===== config.mk =====
export PLATFORM = sky130hd
export DESIGN_NAME = sweep_sequencer
export DESIGN_NICKNAME = d
export VERILOG_FILES = /design/src/rtl/sweep_sequencer.sv
export SDC_FILE = /design/constraint.sdc
export NUM_CORES = 1
export LEC_CHECK = 0
export CORE_MARGIN = 2
export CORE_UTILIZATION = 53
export CTS_CLUSTER_DIAMETER = 150
export DETAILED_ROUTE_END_ITERATION = 10
export MAX_ROUTING_LAYER = met4
export PLACE_DENSITY = 0.8
export SETUP_SLACK_MARGIN = 0.2
export SLEW_MARGIN = 20
export SYNTH_ARGS = -nofsm -noshare
export SYNTH_HDL_FRONTEND = slang
export SYNTH_SLANG_ARGS = --single-unit
export TNS_END_PERCENT = 10

===== constraint.sdc =====
create_clock -name clk -period 2.6 [get_ports clk]
set_clock_uncertainty 0.2 [all_clocks]
set_input_delay 0.65 -clock clk [delete_from_list [all_inputs] [get_ports clk]]
set_output_delay 0.65 -clock clk [all_outputs]
set_load 0.03 [all_outputs]

===== src/rtl/sweep_sequencer.sv =====
// Command-driven up/down bounce counter between programmable endpoints.
// Define SWEEP_SEQ_DWELL_EN to hold each intermediate endpoint for 1+DWELL cycles.
module sweep_sequencer #(
  parameter int W     = 4,
  parameter int CNTW  = 8,
  parameter int DWELL = 1
) (
  input  logic            clk,
  input  logic            rst,
  input  logic            cmd_valid,
  output logic            cmd_ready,
  input  logic [W-1:0]    cmd_lo,
  input  logic [W-1:0]    cmd_hi,
  input  logic [CNTW-1:0] cmd_sweeps,
  input  logic            pause,
  input  logic            abort,
  output logic [W-1:0]    s,
  output logic            dir,
  output logic            busy,
  output logic            edge_pulse,
  output logic            done,
  output logic            err
);

`ifdef SWEEP_SEQ_DWELL_EN
  typedef enum logic [1:0] {ST_IDLE, ST_RUN, ST_DWELL, ST_DONE} state_t;
  localparam int DCW = (DWELL > 1) ? $clog2(DWELL) : 1;
  logic [DCW-1:0] dwell_cnt_q, dwell_cnt_d;
`else
  typedef enum logic [1:0] {ST_IDLE, ST_RUN, ST_DONE} state_t;
`endif

  state_t          state_q, state_d;
  logic [W-1:0]    s_q, s_d, lo_q, lo_d, hi_q, hi_d;
  logic            dir_q, dir_d, edge_q, edge_d, err_q, err_d;
  logic [CNTW-1:0] sw_q, sw_d;
  logic [W-1:0]    step, target;

  always_ff @(posedge clk or posedge rst) begin
    if (rst) begin
      state_q <= ST_IDLE;
      s_q     <= '0;
      lo_q    <= '0;
      hi_q    <= '0;
      dir_q   <= 1'b0;
      edge_q  <= 1'b0;
      err_q   <= 1'b0;
      sw_q    <= '0;
`ifdef SWEEP_SEQ_DWELL_EN
      dwell_cnt_q <= '0;
`endif
    end else begin
      state_q <= state_d;
      s_q     <= s_d;
      lo_q    <= lo_d;
      hi_q    <= hi_d;
      dir_q   <= dir_d;
      edge_q  <= edge_d;
      err_q   <= err_d;
      sw_q    <= sw_d;
`ifdef SWEEP_SEQ_DWELL_EN
      dwell_cnt_q <= dwell_cnt_d;
`endif
    end
  end

  always_comb begin
    state_d = state_q;
    s_d     = s_q;
    lo_d    = lo_q;
    hi_d    = hi_q;
    dir_d   = dir_q;
    edge_d  = 1'b0;
    err_d   = err_q;
    sw_d    = sw_q;
`ifdef SWEEP_SEQ_DWELL_EN
    dwell_cnt_d = dwell_cnt_q;
`endif
    step   = dir_q ? s_q - W'(1) : s_q + W'(1);
    target = dir_q ? lo_q : hi_q;
    case (state_q)
      ST_IDLE: begin
        err_d = 1'b0;
        if (cmd_valid) begin
          lo_d = cmd_lo;
          hi_d = cmd_hi;
          if (cmd_lo >= cmd_hi || cmd_sweeps == '0) begin
            state_d = ST_DONE;
            err_d   = 1'b1;
          end else begin
            s_d     = cmd_lo;
            dir_d   = 1'b0;
            sw_d    = cmd_sweeps;
            state_d = ST_RUN;
          end
        end
      end
      ST_RUN: begin
        if (abort) begin
          state_d = ST_DONE;
          err_d   = 1'b1;
        end else if (!pause) begin
          // sweeps_left hits zero when the final endpoint is written; that value
          // stays on s for one cycle before the done pulse.
          if (sw_q == '0) begin
            state_d = ST_DONE;
            err_d   = 1'b0;
          end else begin
            s_d = step;
            if (step == target) begin
              edge_d = 1'b1;
              sw_d   = sw_q - CNTW'(1);
              if (sw_q != CNTW'(1)) begin
`ifdef SWEEP_SEQ_DWELL_EN
                state_d     = ST_DWELL;
                dwell_cnt_d = '0;
`else
                dir_d = ~dir_q;
`endif
              end
            end
          end
        end
      end
`ifdef SWEEP_SEQ_DWELL_EN
      ST_DWELL: begin
        if (abort) begin
          state_d = ST_DONE;
          err_d   = 1'b1;
        end else if (!pause) begin
          if (dwell_cnt_q == DCW'(DWELL - 1)) begin
            dir_d   = ~dir_q;
            state_d = ST_RUN;
          end else begin
            dwell_cnt_d = dwell_cnt_q + DCW'(1);
          end
        end
      end
`endif
      ST_DONE: begin
        err_d   = 1'b0;
        state_d = ST_IDLE;
      end
      default: state_d = ST_IDLE;
    endcase
  end

  assign cmd_ready  = (state_q == ST_IDLE);
  assign done       = (state_q == ST_DONE);
`ifdef SWEEP_SEQ_DWELL_EN
  assign busy       = (state_q == ST_RUN) || (state_q == ST_DWELL);
`else
  assign busy       = (state_q == ST_RUN);
`endif
  assign s          = s_q;
  assign dir        = dir_q;
  assign edge_pulse = edge_q;
  assign err        = err_q;

endmodule


* Word-level counts from Yosys, hierarchy flattened
Cells that the tools add are included.
Storage, ports and cells: register bits after elaboration 25, input port bits 21, output and inout bits 10, logic and storage cells 78
Operators by class: add/subtract/negate cells 3, magnitude comparators 1, equality and inequality tests 13, multiplexer cells 40, bitwise logic cells 1, reductions and logical operators 12
Operators with widths (count):
- 8-bit two-way mux | 6
- 4-bit two-way mux | 7
- 1-bit two-way mux | 17
- 8-bit zero test | 2
- 8-bit one-hot mux with 2 select lines | 1
- 2-bit two-way mux | 5
- 2-bit != test (second input constant) | 5
- 8-bit by 1-bit != test with 1-bit output (second input constant) | 1
- 4-bit one-hot mux with 2 select lines | 1
- 8-bit AND reduction | 1
- 8-bit by 1-bit subtractor with 8-bit output (second input constant) | 1
- 7-bit AND reduction | 1
- 3-bit AND reduction | 2
- 6-bit AND reduction | 1
- 4-bit by 1-bit adder with 4-bit output (second input constant) | 1
- 4-bit == test | 1
- 4-bit >= comparator | 1
- 2-bit by 1-bit != test with 1-bit output (second input constant) | 2
- 2-bit one-hot mux with 2 select lines | 1
- 4-bit by 1-bit subtractor with 4-bit output (second input constant) | 1
- 3-bit by 2-bit != test with 1-bit output (second input constant) | 1
- 3-bit != test (second input constant) | 1
- 1-bit one-hot mux with 3 select lines | 1
- 3-bit nonzero test | 1
- 8 further kinds | 8

* Logic depth before layout (Yosys ltp)
Gate-level depths: netlist (run 1).
depth in word-level cells 8, mapped depth 9, gate-level depth less buffers 8

* Least setup slack after synthesis (run 1)
OpenSTA, ideal clock, no wires.
kind input to register, start input port cmd_lo[0], end register sw_q[2], library setup time 71 ps, data arrival time 2374 ps, required time 2329 ps, path slack -44 ps, stages 8, buffers on the path 0, cell sequence inv_1 ha_1 nand2b_4 a211oi_4 o211ai_1 a21o_2 or4_1 nand4_1
On the way: word-level cells in the longest chain between the ends 4
Ends and longest elaborated chain:
- start: declaration | RTL line 12 | input logic [W-1:0] cmd_lo,
- 4-bit >= comparator | RTL line 87 | if (cmd_lo >= cmd_hi || cmd_sweeps == '0) begin
- 1-bit logical OR | RTL line 87
- 2-bit != test (no source line)
- 7-bit AND reduction (no source line)
- end signal: assignment | RTL line 60 | sw_q <= sw_d;
- end: declaration | RTL line 36 | logic [CNTW-1:0] sw_q, sw_d;
Every way passes these cells. A chain may end at the register's enable or synchronous reset.

* Worst setup path after layout (run 1)
start input port cmd_hi[1], end register sw_q[1]
On the way: word-level cells in the longest chain between the ends 4
Ends and longest elaborated chain:
- start: declaration | RTL line 13 | input logic [W-1:0] cmd_hi,
- 4-bit >= comparator | RTL line 87
- 1-bit logical OR | RTL line 87
- 2-bit != test (no source line)
- 7-bit AND reduction (no source line)
Every way passes these cells.

==> run_results.csv, run 1 <==
group,metric,value,unit
run_status,outcome,"finished clean",
floorplan,num_rows,21,
sta,maxSlewViolCount,0,
cells_and_area,postLayoutCoreUtil,0.7661,
synth,synth.yosys.warnings,0,
route,routed_wl,4943,um
clock_tree,postCtsHoldBufs,0,
clock_tree,cts_buffers,3,
sta,setup_violations,0,
clock_tree,path_clk_slew,0.15,ns
synth,yosys.area.top_type_share,0.3455,
global_routing,grt_max_degree,26,
synth,synth_edf_count,0,
placement,dpl_cell_area,0.002374,mm^2
synth,muxShareOfSynthArea,0.07602,
setup_path,worst-path-buf-inv,3,
placement,dp_hpwl,3703,um
synth,synth_top_flop_cell,"dfrtp_1",
placement,io_buffer_count,30,
placement,dp_slack,-0.5140,ns
clock_tree,root_buffer,"clkbuf_4",
cells_and_area,final_nets,276,
synth,synth-compound-area-share,0.2039,
synth,ys_types,54,
synth,netlist_top_cells_area,"dfrtp_1 35%, ha_1 9.0%, mux2i_1 3.9%",
sta,hold_viol,0,
clock_tree,ctsHtreeMaxLevel,1,
setup_path,crit_arrival,2.62,ns
setup_path,path_cells,"clkdlybuf4s50_1, inv_2, ha_4, a211oi_4, buf_4, o21ai_0, o22a_1, mux2i_1, o311a_1",
pwr,peakVddDrop,0.5599,mV
synth,synth_adder_area_share,0.1009,
min_path,min_path_type,"flip-flop to flip-flop",
sta,max_freq,396.9,MHz
placement,dp.cells,277,
synth,yosysTopAreaCell,"dfrtp_1",
setup_path,max_stage_delay,0.47,ns
route,drt-pass1-iter-count,4,
setup_path,cp-start-kind,"input pin",
synth,synth_xor_area_frac,0.04699,
sta,rsz0062_at_grt,"true",
route,drtIter0Drc,126,
global_routing,grt_overflow_total,0,
cells_and_area,final_cell_count_no_fill,286,
synth,async_reset_ff_frac,1.000,
synth,synth_top_family_by_area,"compound AO/OA/AOI/OAI gates",
global_routing,antenna_found_initial,0,
clock_tree,cts_tree,"yes",
clock_tree,insertion_delay,0.35,ns
synth,synth.avg_cell_area,10.11,um^2
synth,syn_inst,179,
global_routing,grt_usage,0.2714,
global_routing,grt_pass1_wl,8148,um
global_routing,grt_pass1_vias,1703,
setup_path,end_kind,"flip-flop",
synth,synth_area,0.001810,mm^2
floorplan,core,0.003311,mm^2
cells_and_area,antenna_cells,0,
route,drc,0,
pwr,power_leakage,1.082,nW
route,routed-via-count,1660,
clock_tree,clock-sinks,25,
pwr,power_density,1099,mW/mm^2
synth,yosys.area_share.simple,0.1790,
synth,seq_area_frac_synth,0.3455,
setup_path,crit_family,"compound AO/OA/AOI/OAI gates",
setup_path,cp.required,2.70,ns
setup_path,criticalPathCategory,"input pin to flip-flop",
cells_and_area,fin_area,0.002536,mm^2
floorplan,fp.dieW,62.45,um
pwr,power,2.786,mW
route,wl_per_cell,17.28,um
floorplan,start_util,0.5469,
job,drv_cap,0,
setup_path,critPathSlowestCell,"clkdlybuf4s50_1",
sta,worst_pin_slew,0.5239,ns
sta,slew_headroom,0.6480,
floorplan,fp.dieH,62.45,um
placement,gp_congestion,0.9659,
synth,synth_fp_nets,214,
route,via_per_inst,5.804,
cells_and_area,fillerInstances,231,
cells_and_area,mostFrequentLayoutCell,"buf_4",
sta,setup_slack,0.08030,ns
sta,min_period,2.520,ns
clock_tree,clock_path_buffers,2,
cells_and_area,layout-drive-gt1-share,0.3458,
cells_and_area,layout_common_cells,"34 x buf_4, 24 x clkdlybuf4s50_1, 21 x dfrtp_1",
sta,period_share,0.9691,
setup_path,r2r_setup_slack,0.16,ns
route,ant_nets,0,
floorplan,die_area,0.003899,mm^2
floorplan,boundaryPins,31,
setup_path,cp_max_fo,4,
cells_and_area,area_delta_synth_final,40.08,%
synth,synth_seq_cells,25,
-- final cells by class --
class | count | area [um^2] | area share
clock buffers | 3 | 22.52 | 0.008880
clock inverters | 1 | 5.005 | 0.001973
inverters | 12 | 52.55 | 0.02072
multi-input cells | 136 | 1227 | 0.4840
flip-flops and latches | 25 | 630.6 | 0.2486
well taps | 46 | 57.56 | 0.02269
repair buffers | 63 | 540.5 | 0.2131
-- synthesized netlist by cell type, types with 3 or more instances --
master	n
o21ai_1	3
inv_1	12
nor3_1	6
dfrtp_1	25
mux2i_1	7
o21ai_0	11
nand3_1	4
o22a_1	4
mux2_2	4
a41oi_1	3
clkbuf_1	3
ha_1	13
a31oi_1	4
nor2_1	6
o211ai_1	4
nand2_1	15
xnor2_1	4
a21oi_1	5
-- report_power, final --
group	internal, mW	leakage, nW	switching (mW)
clock	0.0582	0.0177	0.137
combinational	0.850	0.762	0.993
sequential	0.572	0.303	0.175
total	1.48	1.08	1.31
-- per-stage QoR --
stage               setup TNS [ns]  hold WS (ns)
finish                           0        0.3120
global route                     0        0.3473
CTS                              0        0.3110
detailed placement          -6.713        0.2775
global placement            -4.591        0.2638
floorplan                        0        0.2492
-- routing by layer --
metal,part of all wire,GRT usage,vias up
met5,0,-,-
met4,0.018,0.1139,0
met3,0.051,0.03964,11
met2,0.51,0.4368,63
met1,0.42,0.3447,801
li1,-,-,785
-- repair_timing --
item / in CTS / in global routing
resized for setup: 7 / 22
pin swaps: 1 / 10
hold endpoints to repair: 0 / 0
setup buffers: 0 / 5
setup endpoints to repair: 20 / 18
-- final timing paths --
kind                           start  cells after the start      end
min reg2reg                  hi_q[3]                      2  hi_q[3]
min in group asynchronous        rst                      3  sw_q[6]
max in group asynchronous        rst                      3  sw_q[0]
min                          hi_q[3]                      2  hi_q[3]
max                        cmd_hi[1]                      9  sw_q[1]
max reg2reg                      dir                      8  sw_q[1]
-- worst reg2reg max path: stages, from the launching register on --
cell and delay, ns:
dfrtp_2 0.47, buf_4 0.17, ha_1 0.27, a21o_1 0.18
a21oi_4 0.20, xnor2_4 0.13, and3b_2 0.28, buf_4 0.15
o311a_1 0.28
-- state kept, by name, summed over array words and instances, names as in the netlist --
signal,flops
state_q,2
lo_q,4
hi_q,4
s,4
edge_pulse,1
dir,1
sw_q,8
err,1
-- cells by family after synthesis --
logic type / after synthesis
compound gates: 48
flops: 25
simple gates: 53
buf+inv: 18
xor+xnor: 8
fa+ha+maj: 14
mux: 13
No activity file was read; power rests on OpenSTA's default activity.
==> run 2: changes to the inputs <==
--- a/config.mk
+++ b/config.mk
@@ -6,11 +6,12 @@
 export NUM_CORES = 1
 export LEC_CHECK = 0
 export CORE_MARGIN = 2
-export CORE_UTILIZATION = 53
+export CORE_UTILIZATION = 55
+export CTS_BUF_LIST = sky130_fd_sc_hd__clkbuf_8
 export CTS_CLUSTER_DIAMETER = 150
 export DETAILED_ROUTE_END_ITERATION = 10
 export MAX_ROUTING_LAYER = met4
-export PLACE_DENSITY = 0.8
+export PLACE_DENSITY = 0.82
 export SETUP_SLACK_MARGIN = 0.2
 export SLEW_MARGIN = 20
 export SYNTH_ARGS = -nofsm -noshare
==> run 2 against run 1 <==
  * The flow now finishes with violations (negative setup slack)
  * Core utilization increased by 7.9 points
  * Cell area up 3.4%
  * Largest cell class unchanged
  * First-iteration DRC count rose by 40%
  * Critical endpoint is now sw_q[7]
  * Die area down 3.4%
  * Combinational power is 9% higher
==> run_results.csv, run 2 (synthesis results as in run 1) <==
group,metric,value,unit
floorplan,die_area,0.003767,mm^2
sta,setup_slack,-0.008683,ns
setup_path,cp-start-kind,"flip-flop",
setup_path,crit_arrival,2.58,ns
run_status,outcome,"finished with violations",
route,wl_per_cell,22.27,um
setup_path,r2r-end,"sw_q[7]",
global_routing,grt_pass1_wl,8728,um
floorplan,fp.dieW,61.38,um
floorplan,fp.dieH,61.38,um
setup_path,r2r_setup_slack,-0.009,ns
cells_and_area,fin_area,0.002621,mm^2
cells_and_area,area_delta_synth_final,44.78,%
sta,rsz0062_at_grt,"true",
sta,fin_setup_tns,-0.008683,ns
placement,dp_slack,-0.4934,ns
clock_tree,root_buffer,"clkbuf_8",
pwr,power_leakage,1.166,nW
pwr,power,3.030,mW
floorplan,core,0.003103,mm^2
clock_tree,cts_buffers,3,
floorplan,start_util,0.5835,
global_routing,grt_usage,0.3354,
global_routing,grt_overflow_total,0,
cells_and_area,regMostFlops,"sw_q",
clock_tree,path_clk_slew,0.09,ns
min_path,min_from,"hi_q[2]",
clock_tree,cts_tree,"yes",
route,via_per_inst,6.316,
placement,dpl_cell_area,0.002356,mm^2
setup_path,criticalPathCategory,"flip-flop to flip-flop",
min_path,min_path_cells,2,
clock_tree,clock_path_buffers,2,
setup_path,cp.required,2.57,ns
setup_path,r2r-start,"dir",
clock_tree,postCtsHoldBufs,0,
route,drtIter0Drc,176,
sta,period_share,1.003,
setup_path,end_kind,"flip-flop",
cells_and_area,layout-drive-gt1-share,0.3755,
sta,hold_viol,0,
sta,min_period,2.609,ns
sta,max_freq,383.3,MHz
setup_path,cp_max_fo,6,
placement,dp_hpwl,3789,um
cells_and_area,largest_reg_flops,8,
route,drc,0,
clock_tree,clock-sinks,25,
global_routing,grt_max_degree,26,
sta,setup_violations,1,
global_routing,antenna_found_initial,0,
floorplan,boundaryPins,31,
run_status,violations,"negative setup slack",
route,routed-via-count,1781,
min_path,min_to,"hi_q[2]",
clock_tree,insertion_delay,0.28,ns
min_path,min_path_type,"flip-flop to flip-flop",
sta,slew_headroom,0.6072,
placement,io_buffer_count,30,
route,routed_wl,6281,um
sta,maxSlewViolCount,0,
setup_path,worstRegToRegCells,8,
cells_and_area,mostFrequentLayoutCell,"buf_4",
route,ant_nets,0,
placement,gp_congestion,0.9260,
cells_and_area,final_nets,273,
job,drv_cap,0,
route,drt-pass1-iter-count,5,
pwr,peakVddDrop,0.6030,mV
pwr,power_density,1156,mW/mm^2
floorplan,num_rows,20,
sta,worst_pin_slew,0.5847,ns
cells_and_area,layout_common_cells,"27 x buf_4, 22 x dfrtp_1, 16 x clkdlybuf4s50_1",
cells_and_area,postLayoutCoreUtil,0.8448,
global_routing,grt_pass1_vias,1782,
clock_tree,ctsHtreeMaxLevel,1,
[run 2: cell types whose count changed in the layout (fill, tap and decap cells not counted), moves of 4 or more]
cell / before / now
clkdlybuf4s50_1: 24 / 16
buf_4: 34 / 27
dlymetal6s2s_1: 1 / 7
a21oi_2: 0 / 4
[run 2: area by class of cell]
class / count / area (um^2)
Antenna cell: 1 / 2.502
Clock buffer: 3 / 41.29
Clock inverter: 1 / 5.005
Fill cell: 179 / 481.7
Inverter: 12 / 52.55
Multi-Input combinational cell: 136 / 1290
Sequential cell: 25 / 629.4
Tap cell: 44 / 55.05
Timing Repair Buffer: 60 / 545.5
[run 2: power breakdown]
group          internal, mW  leakage [nW]  switching [mW]
clock network         0.108        0.0255           0.139
logic                 0.883         0.837            1.12
registers             0.571         0.303           0.207
total                  1.56          1.17            1.47
[run 2: critical path, stage by stage, from the launching register on]
cell	delay, ns
dfrtp_2	0.48
ha_1	0.36
xnor2_2	0.19
xor2_2	0.21
nor3_4	0.29
buf_6	0.15
nand4b_1	0.16
o22a_1	0.25
o22a_1	0.21
[run 2: how the worst max path moves through the flow]
stage                     cells past startpoint  slack (ns)  endpoint      start
final                                         8      -0.009   sw_q[7]        dir
after floorplan                               7        0.12   sw_q[2]  cmd_hi[0]
after detailed placement                     10       -0.49   sw_q[5]  cmd_lo[0]
after global routing                          8       -0.07   sw_q[7]        dir
after global placement                       10       -0.45   sw_q[3]  cmd_lo[0]
after CTS                                     8       -0.03   sw_q[2]  cmd_hi[1]
[run 2: per-stage QoR]
step	std cells	hold slack (ns)
finish	282	0.3130
detailed placement	273	0.2808
CTS	277	0.2981
global placement	273	0.2628
floorplan	179	0.2492
global route	281	0.3363
[run 2: repair_timing]
item                                    in CTS  in global routing
endpoints found under the setup margin      19                 18
pin swaps                                    9                 13
setup buffers                                0                  4
gates resized for setup                     30                 26
gates cloned                                 0                  0
hold endpoints to repair                     0                  0
[run 2: layer usage]
metal	share of wire	vias up	GRT usage	routed length (um)
met1	0.37	861	0.3773	2336
met4	0.040	0	0.1520	252
met2	0.50	118	0.5745	3137
met3	0.088	28	0.06513	555
li1	-	774	-	-
met5	0	-	-	0
==> run 3: changes to the inputs <==
--- a/config.mk
+++ b/config.mk
@@ -10,6 +10,7 @@
 export CTS_BUF_LIST = sky130_fd_sc_hd__clkbuf_8
 export CTS_CLUSTER_DIAMETER = 150
 export DETAILED_ROUTE_END_ITERATION = 10
+export HOLD_SLACK_MARGIN = 0.1
 export MAX_ROUTING_LAYER = met4
 export PLACE_DENSITY = 0.82
 export SETUP_SLACK_MARGIN = 0.2
==> results of run 3 <==
Same layout as run 2: the final DEF is identical, and so are final timing and power.
==> variant (flow settings as in run 2) <==
Add a define of `SWEEP_SEQ_DWELL_EN`.
--- a/src/rtl/sweep_sequencer.sv
+++ b/src/rtl/sweep_sequencer.sv
@@ -2,2 +2,4 @@
 // Define SWEEP_SEQ_DWELL_EN to hold each intermediate endpoint for 1+DWELL cycles.
+`define SWEEP_SEQ_DWELL_EN
+
 module sweep_sequencer #(
Behaviour: not the same (Yosys sat finds a counterexample within 4 cycles, from zero or initial values and one cycle with rst high).
==> variant against run 2 <==
  * The run still ends with negative setup slack left
  * Sequential power increased by 0.9%
  * Synthesized area grew 5.5%
  * Total power increased by 31%
  * Wire length grew 11%
  * Critical path depth did not move
  * Cell area is 7.4% higher
  * Die area grew 5.2%
  * Worst setup slack got worse by 0.026 ns
  * Sequential cell count did not move
  * Maximum frequency fell by 0.98%
  * Global-route usage fell by 0.37 points
  * Synthesized cell count increased by 16%
  * Highest routed layer unchanged
==> variant: results (changes against run 2) <==
- Outcome: finished, violations left (unchanged)
- Failing checks: negative setup slack (unchanged)
- Total Nets Final: 309 (was 273)
- Fraction of layout cells with a size suffix above 1: 36.1% (was 37.6%)
- GRT Util Overall: 33.2% (was 33.5%)
- Arrival @ worst endpoint: 2.65 ns (was 2.58 ns)
- Worst slack, placed: -0.565 ns (was -0.493 ns)
- Slew at the pin closest to its max-slew limit: 0.463 ns (was 0.585 ns)
- Routability cong.: 0.956 (was 0.926)
- Via count: 2101 (was 1781)
- Design area: 2820 sq um (was 2620 sq um)
- Finished Layout Cells: 320 (was 282)
- M2 GR Usage: 57.0% (was 57.4%)
- Post-synthesis sequential area ratio: 32.7% (was 34.6%)
- # fillers: 195 (was 179)
- Routed length on met3: 503 um (was 555 um)
- Clock-cell share: 1.60% (was 1.77%)
- Placed wire-length estimate: 3.89 mm (was 3.79 mm)
- Peak supply drop: 0.000953 V (was 0.000603 V)
- # diodes: 0 (was 1)
- CP top delay family: simple AND/OR/NAND/NOR gates (was flip-flops)
- Signal buf overhead: 22.5% (was 20.8%)
- Setup Viol. Count Final: 5 (was 1)
- Critical path peak fanout: 8 (was 6)
- PnR worst setup slack: -0.0346 ns (was -0.00868 ns)
- Met1 wire length: 2.58 mm (was 2.34 mm)
- Lkg Pwr: 0.00120 uW (was 0.00117 uW)
- Synth top area cells: dfrtp_1 (33%), ha_1 (7.9%), nand2_1 (4.3%) (was dfrtp_1 (35%), ha_1 (9.0%), mux2i_1 (3.9%))
- Placed Instance Area: 2530 sq um (was 2360 sq um)
- DR WL/cell: 21.8 um (was 22.3 um)
## variant: timing repair
action	4_1_cts	5_1_grt
resized for setup	32	13
buffers inserted	4	4
cloned	0	0
setup endpoints to repair	19	17
pin swaps	12	7
hold buffers	0	0
endpoints found under the hold margin	0	0
## variant: power by group
group	leakage (uW)	switching, uW	internal, uW
registers	0.000300	203	583
clock network	0.0000269	143	107
logic	0.000869	1650	1290
total	0.00120	1990	1980
## variant: stage by stage
step	setup TNS [ns]	hold slack, ns	utilization [%]
finish	-0.0786	0.308	84.4
global route	-0.599	0.341	84.4
CTS	0	0.296	81.7
detailed placement	-5.80	0.271	75.8
global placement	-4.34	0.263	75.8
floorplan	0	0.249	-
## variant: logic make-up after synthesis
kind of cell,after synthesis,share of synthesized area (%)
flip-flops,25,32.7
XOR/XNOR,8,4.06
AO/OA/AOI/OAI,57,22.7
adder cells (fa/ha/maj),13,8.91
buffers and inverters,25,5.76
AND/OR/NAND/NOR,66,18.6
multiplexers,13,7.20
